File: config.mk
export PLATFORM = sky130hd
export DESIGN_NAME = ps2_keyevent
export DESIGN_NICKNAME = d
export VERILOG_FILES = /design/src/rtl/ps2_pkg.sv /design/src/rtl/sync_fifo.sv /design/src/rtl/ps2_keyevent.sv
export SDC_FILE = /design/constraint.sdc
export NUM_CORES = 1
export LEC_CHECK = 0
export CAP_MARGIN = 20
export CORE_ASPECT_RATIO = 0.9
export CORE_MARGIN = 1.5
export CORE_UTILIZATION = 30
export DETAILED_ROUTE_END_ITERATION = 10
export PLACE_DENSITY_LB_ADDON = 0.12
export SYNTH_ARGS = -nofsm -noshare
export SYNTH_HDL_FRONTEND = slang
export SYNTH_SLANG_ARGS = --single-unit
File: constraint.sdc
create_clock -name clk -period 7.55 [get_ports clk]
set_input_delay 1.1325 -clock clk [delete_from_list [all_inputs] [get_ports clk]]
set_output_delay 1.1325 -clock clk [all_outputs]
set_load 0.01 [all_outputs]
File: src/rtl/ps2_pkg.sv
// Shared types and constants for the PS/2 set-2 key event decoder.
// The optional modifier tracker in ps2_keyevent is enabled by PS2_MODIFIER_TRACK_EN.
package ps2_pkg;

  typedef enum logic [2:0] {
    StIdle,
    StE0,
    StF0,
    StE0F0,
    StPause
  } dec_state_e;

  localparam logic [7:0] PrefixE0 = 8'hE0;
  localparam logic [7:0] PrefixF0 = 8'hF0;
  localparam logic [7:0] PrefixE1 = 8'hE1;

  // Bytes that follow the Pause-start E1 before the sequence is complete.
  localparam logic [2:0] PauseLen = 3'd7;

  localparam logic [7:0] ScShiftL = 8'h12;
  localparam logic [7:0] ScShiftR = 8'h59;
  localparam logic [7:0] ScCtrl   = 8'h14;
  localparam logic [7:0] ScAlt    = 8'h11;

  localparam int unsigned NumMods   = 6;
  localparam int unsigned ModLShift = 0;
  localparam int unsigned ModRShift = 1;
  localparam int unsigned ModLCtrl  = 2;
  localparam int unsigned ModRCtrl  = 3;
  localparam int unsigned ModLAlt   = 4;
  localparam int unsigned ModRAlt   = 5;

  localparam int unsigned EvWidth = 10;

  typedef struct packed {
    logic [7:0] code;
    logic       ext;
    logic       rel;
  } key_event_t;

  // Keyboard status/response bytes that never form part of a key event.
  function automatic logic is_ctrl(logic [7:0] b);
    case (b)
      8'h00, 8'hAA, 8'hEE, 8'hFA, 8'hFE, 8'hFF: return 1'b1;
      default: return 1'b0;
    endcase
  endfunction

endpackage

File: src/rtl/sync_fifo.sv
// First-word-fall-through synchronous FIFO; Depth must be a power of two.
// A push while full is ignored unless a pop happens in the same cycle.
module sync_fifo #(
  parameter int unsigned Width = 10,
  parameter int unsigned Depth = 4
) (
  input  logic             clk,
  input  logic             rst,
  input  logic             push,
  input  logic [Width-1:0] wdata,
  input  logic             pop,
  output logic [Width-1:0] rdata,
  output logic             full,
  output logic             empty
);

  localparam int unsigned PtrW = $clog2(Depth);
  localparam logic [PtrW-1:0] PtrOne    = PtrW'(1);
  localparam logic [PtrW:0]   CountOne  = (PtrW + 1)'(1);
  localparam logic [PtrW:0]   CountFull = (PtrW + 1)'(Depth);

  logic [Width-1:0] mem_q [Depth];
  logic [PtrW-1:0]  wptr_q, rptr_q;
  logic [PtrW:0]    count_q;
  logic             do_push, do_pop;

  assign empty   = (count_q == '0);
  assign full    = (count_q == CountFull);
  assign do_pop  = pop & ~empty;
  assign do_push = push & (~full | do_pop);
  assign rdata   = mem_q[rptr_q];

  always_ff @(posedge clk or posedge rst) begin
    if (rst) begin
      wptr_q  <= '0;
      rptr_q  <= '0;
      count_q <= '0;
      for (int unsigned i = 0; i < Depth; i++) begin
        mem_q[i] <= '0;
      end
    end else begin
      if (do_push) begin
        mem_q[wptr_q] <= wdata;
        wptr_q        <= wptr_q + PtrOne;
      end
      if (do_pop) begin
        rptr_q <= rptr_q + PtrOne;
      end
      if (do_push && !do_pop) begin
        count_q <= count_q + CountOne;
      end else if (do_pop && !do_push) begin
        count_q <= count_q - CountOne;
      end
    end
  end

endmodule

File: src/rtl/ps2_keyevent.sv
// Turns the PS/2 set-2 byte stream into key events queued in a FWFT FIFO.
// Define PS2_MODIFIER_TRACK_EN to track shift/ctrl/alt state on the mods output.
import ps2_pkg::*;

module ps2_keyevent #(
  parameter int unsigned FIFO_DEPTH = 4
) (
  input  logic       clk,
  input  logic       rst,
  input  logic [7:0] sym_data,
  input  logic       sym_valid,
  output logic       sym_ready,
  output logic [7:0] ev_code,
  output logic       ev_ext,
  output logic       ev_release,
  output logic       ev_valid,
  input  logic       ev_ready,
  output logic       ovf,
  input  logic       ovf_clr,
  output logic [5:0] mods
);

  dec_state_e         state_q, state_d;
  logic [2:0]         cnt_q, cnt_d;
  logic               sym_ready_q;
  logic               ovf_q;
  logic               accept;
  logic               emit;
  key_event_t         ev_d;
  logic [EvWidth-1:0] ev_raw, head_raw;
  logic               fifo_full, fifo_empty;
  logic               pop;

  assign accept = sym_valid & sym_ready_q;

  always_comb begin
    state_d = state_q;
    cnt_d   = cnt_q;
    emit    = 1'b0;
    ev_d    = '{code: sym_data, ext: 1'b0, rel: 1'b0};
    if (accept) begin
      unique case (state_q)
        StIdle: begin
          if (sym_data == PrefixE0) begin
            state_d = StE0;
          end else if (sym_data == PrefixF0) begin
            state_d = StF0;
          end else if (sym_data == PrefixE1) begin
            state_d = StPause;
            cnt_d   = PauseLen;
          end else if (!is_ctrl(sym_data)) begin
            emit = 1'b1;
          end
        end
        StE0: begin
          if (sym_data == PrefixF0) begin
            state_d = StE0F0;
          end else if (sym_data == PrefixE0) begin
            state_d = StE0;
          end else if (sym_data == PrefixE1) begin
            state_d = StPause;
            cnt_d   = PauseLen;
          end else begin
            state_d  = StIdle;
            emit     = !is_ctrl(sym_data);
            ev_d.ext = 1'b1;
          end
        end
        // E1 is not a prefix after F0, so it decodes as an ordinary release.
        StF0: begin
          if (sym_data == PrefixE0) begin
            state_d = StE0;
          end else if (sym_data == PrefixF0) begin
            state_d = StF0;
          end else begin
            state_d  = StIdle;
            emit     = !is_ctrl(sym_data);
            ev_d.rel = 1'b1;
          end
        end
        StE0F0: begin
          if (sym_data == PrefixE0) begin
            state_d = StE0;
          end else if (sym_data == PrefixF0) begin
            state_d = StE0F0;
          end else begin
            state_d  = StIdle;
            emit     = !is_ctrl(sym_data);
            ev_d.ext = 1'b1;
            ev_d.rel = 1'b1;
          end
        end
        StPause: begin
          cnt_d = cnt_q - 3'd1;
          if (cnt_q == 3'd1) begin
            state_d = StIdle;
            emit    = 1'b1;
            ev_d    = '{code: PrefixE1, ext: 1'b1, rel: 1'b0};
          end
        end
        default: state_d = StIdle;
      endcase
    end
  end

  always_ff @(posedge clk or posedge rst) begin
    if (rst) begin
      state_q     <= StIdle;
      cnt_q       <= '0;
      sym_ready_q <= 1'b0;
      ovf_q       <= 1'b0;
    end else begin
      state_q     <= state_d;
      cnt_q       <= cnt_d;
      sym_ready_q <= 1'b1;
      // A drop in the same cycle as a clear must leave the flag set.
      if (emit && fifo_full && !pop) begin
        ovf_q <= 1'b1;
      end else if (ovf_clr) begin
        ovf_q <= 1'b0;
      end
    end
  end

  assign ev_raw = ev_d;
  assign pop    = ev_valid & ev_ready;

  sync_fifo #(
    .Width(EvWidth),
    .Depth(FIFO_DEPTH)
  ) u_fifo (
    .clk  (clk),
    .rst  (rst),
    .push (emit),
    .wdata(ev_raw),
    .pop  (pop),
    .rdata(head_raw),
    .full (fifo_full),
    .empty(fifo_empty)
  );

  assign {ev_code, ev_ext, ev_release} = head_raw;
  assign ev_valid  = ~fifo_empty;
  assign sym_ready = sym_ready_q;
  assign ovf       = ovf_q;

`ifdef PS2_MODIFIER_TRACK_EN
  logic [NumMods-1:0] mods_q, mods_d;

  // Tracks every decoded event, including ones the FIFO had to drop.
  always_comb begin
    mods_d = mods_q;
    if (emit) begin
      if (ev_d.code == ScShiftL && !ev_d.ext) mods_d[ModLShift] = ~ev_d.rel;
      if (ev_d.code == ScShiftR && !ev_d.ext) mods_d[ModRShift] = ~ev_d.rel;
      if (ev_d.code == ScCtrl && !ev_d.ext)   mods_d[ModLCtrl]  = ~ev_d.rel;
      if (ev_d.code == ScCtrl && ev_d.ext)    mods_d[ModRCtrl]  = ~ev_d.rel;
      if (ev_d.code == ScAlt && !ev_d.ext)    mods_d[ModLAlt]   = ~ev_d.rel;
      if (ev_d.code == ScAlt && ev_d.ext)     mods_d[ModRAlt]   = ~ev_d.rel;
    end
  end

  always_ff @(posedge clk or posedge rst) begin
    if (rst) begin
      mods_q <= '0;
    end else begin
      mods_q <= mods_d;
    end
  end

  assign mods = mods_q;
`else
  assign mods = 6'b0;
`endif

endmodule

==> results.tsv <==
metric	value	unit
status	finished, final reports clean	
fillers	921	
synth_area_leaders	dfrtp_1 (48%), mux2_2 (16%), mux4_2 (7.8%)	
synthXorXnorAreaFrac	1.819	%
grt_max_degree	56	
syn_area_per_cell	13.01	um^2
arrival	4.12	ns
synth_seq_area_share	47.64	%
hold_viol	0	
critPathMaxFanout	9	
cpPeakStageDelay	0.64	ns
grt_pass1_wl	10.09	mm
cp-end-kind	flip-flop	
yosys.area_share.simple	9.138	%
die_x	106.4	um
detailedRoute.firstPassIterationCount	4	
io_buffer_count	25	
vias	1768	
postSynth.asyncResetShare	100.0	%
insertion_delay	0.32	ns
ctsHoldBuffers	0	
syn_to_final_growth	15.85	%
p_leak	1.392	nW
cts_sinks	55	
max_slew.worst_pin.slew	0.7989	ns
critPathKind	primary input to flip-flop	
maxSlewViolCount	0	
nNetsFinal	267	
synth_adder_area_share	3.725	%
drc	0	
synth_top_family_by_area	multiplexers	
final_layout_size_suffix_gt1_share	29.96	%
setup_viol	0	
max-slew-margin-rel	46.74	%
antenna_found_initial	0	
fp.dieArea	10230	um^2
cts.repair.resized	0	
cts_setup_buffers	0	
hold_class	flip-flop to flip-flop	
overflow	0	
cts_max_path_buffers	2	
finalWeightedCongestion	0.7078	
root_buffer	clkbuf_8	
cpMostUsedCell	xor2_1	
rows	33	
cpMaxStageDelayCell	clkdlybuf4s50_1	
ant_nets	0	
drv_cap	0	
crit_family	compound AO/OA/AOI/OAI gates	
htreeDepth	2	
crit_required	7.78	ns
grt_pass1_vias	1829	
path_cells	clkdlybuf4s50_1, or4_1, o211ai_1, a2111o_1, a211oi_4, ha_1, inv_1, fa_1, xor2_1, nor2_1, xor2_1	
muxShareOfSynthArea	25.12	%
vdd_drop_max	0.0001455	V
syn-instance-count	222	
fmax	257.1	MHz
tns	0	ns
synth_edf_count	0	
ys.flop_type	dfrtp_1	
synth_area	2889	um^2
post-dp-hpwl	3.987	mm
netlist.area_leader.share	47.64	%
clk_pin_slew	0.09	ns
start_util	31.24	%
fin_crit_sh	51.51	%
yosysMostFrequentCell	dfrtp_1	
via_per_inst	4.791	
cts_tree	built	
die_y	96.10	um
ys_ff_latch	55	
period_needed	3.889	ns
cts_made_buffers	5	
wire_per_inst	16.27	um
core-area	9249	um^2
yosys.area.top_type	dfrtp_1	
hold_slack	0.5002	ns
antenna_cells	0	
yosysUniqueCellTypes	44	
yosys_warnings	0	
power.density	364.0	nW/um^2
rsz0062_at_grt	no	
routed_wl	6.005	mm
io_pins	32	
grt_usage	13.05	%
synth_commonest_cells	dfrtp_1 (55), mux2_2 (40), mux4_2 (10)	
startpoint_type	primary input	
synth_compound_area_share	8.099	%
skew	0.01660	ns
crit_buf_inv	2	
drt_iter0_markers	67	
-- power breakdown --
group / internal [W] / leakage, nW / switching [W]
sequential: 0.000419 / 0.682 / 0.000113
clock: 0.000101 / 0.0587 / 0.000105
combinational: 0.000308 / 0.652 / 0.000173
-- flip-flops by register name (all words and copies together), names as in the netlist --
name / flops
u_fifo.mem_q: 40
ovf: 1
u_fifo.count_q: 3
state_q: 3
u_fifo.wptr_q: 2
u_fifo.rptr_q: 2
cnt_q: 3
sym_ready: 1
-- cell usage in the layout (no fill, tap or decap), types with 4 or more instances in the layout --
cell type	count
clkbuf_8	5
or2_2	5
dfrtp_1	55
clkdlybuf4s50_1	25
inv_1	8
mux4_2	10
nand2_1	9
mux2_2	40
nor3_1	4
nor2_1	6
nor2b_1	7
a21oi_4	4
nand3_1	7
o21ai_0	5
xnor2_1	4
ha_1	7
conb_1	7
-- metrics by stage --
step / worst slack [ns] / cell area (um^2) / instances / utilization [%] / total power [W]
floorplan: 4.173 / 2908 / 227 / - / 0.0008579
global placement: 3.395 / 3231 / 361 / 34.93 / 0.001026
detailed placement: 3.365 / 3231 / 361 / 34.93 / 0.001030
CTS: 3.687 / 3347 / 369 / 36.19 / 0.001238
global route: 3.536 / 3347 / 369 / 36.19 / 0.001313
finish: 3.661 / 3347 / 369 / 36.19 / 0.001218
-- final timing paths --
path	endpoint	from	slack [ns]	cells after the start
setup / recovery	u_fifo.count_q[2]	sym_data[4]	3.66	11
setup reg to reg	u_fifo.count_q[2]	state_q[1]	4.67	10
hold / removal	u_fifo.count_q[2]	u_fifo.count_q[2]	0.50	1
max in group asynchronous	ovf	rst	5.75	3
min in group asynchronous	u_fifo.mem_q[31]	rst	1.33	3
hold reg to reg	u_fifo.count_q[2]	u_fifo.count_q[2]	0.50	1
-- cell type report --
type	count	area [um^2]	share of cell area (%)
Multi-Input combinational cell	149	1410	42.13
Sequential cell	55	1376	41.12
Timing Repair Buffer	26	257.7	7.701
Tap cell	122	152.6	4.561
Clock buffer	5	68.82	2.056
Clock inverter	3	47.55	1.421
Inverter	9	33.78	1.009
-- cells by family after synthesis --
logic type | after synthesis
AOI/OAI and AO/OA | 26
xor gates and xnor gates | 6
adders and majority gates | 8
buffers and inverters | 23
DFF | 55
muxes | 54
other | 2
and+or+nand+nor | 48
-- per-layer routing --
metal | vias up | wire length (um) | global-route usage (%)
met2 | 40 | 2561 | 19.62
met5 | - | 0 | 0
met1 | 885 | 3189 | 19.19
met3 | 5 | 200 | 2.505
li1 | 838 | - | -
met4 | 0 | 53 | 3.667
Note: power is estimated with default switching activity, not from simulation.
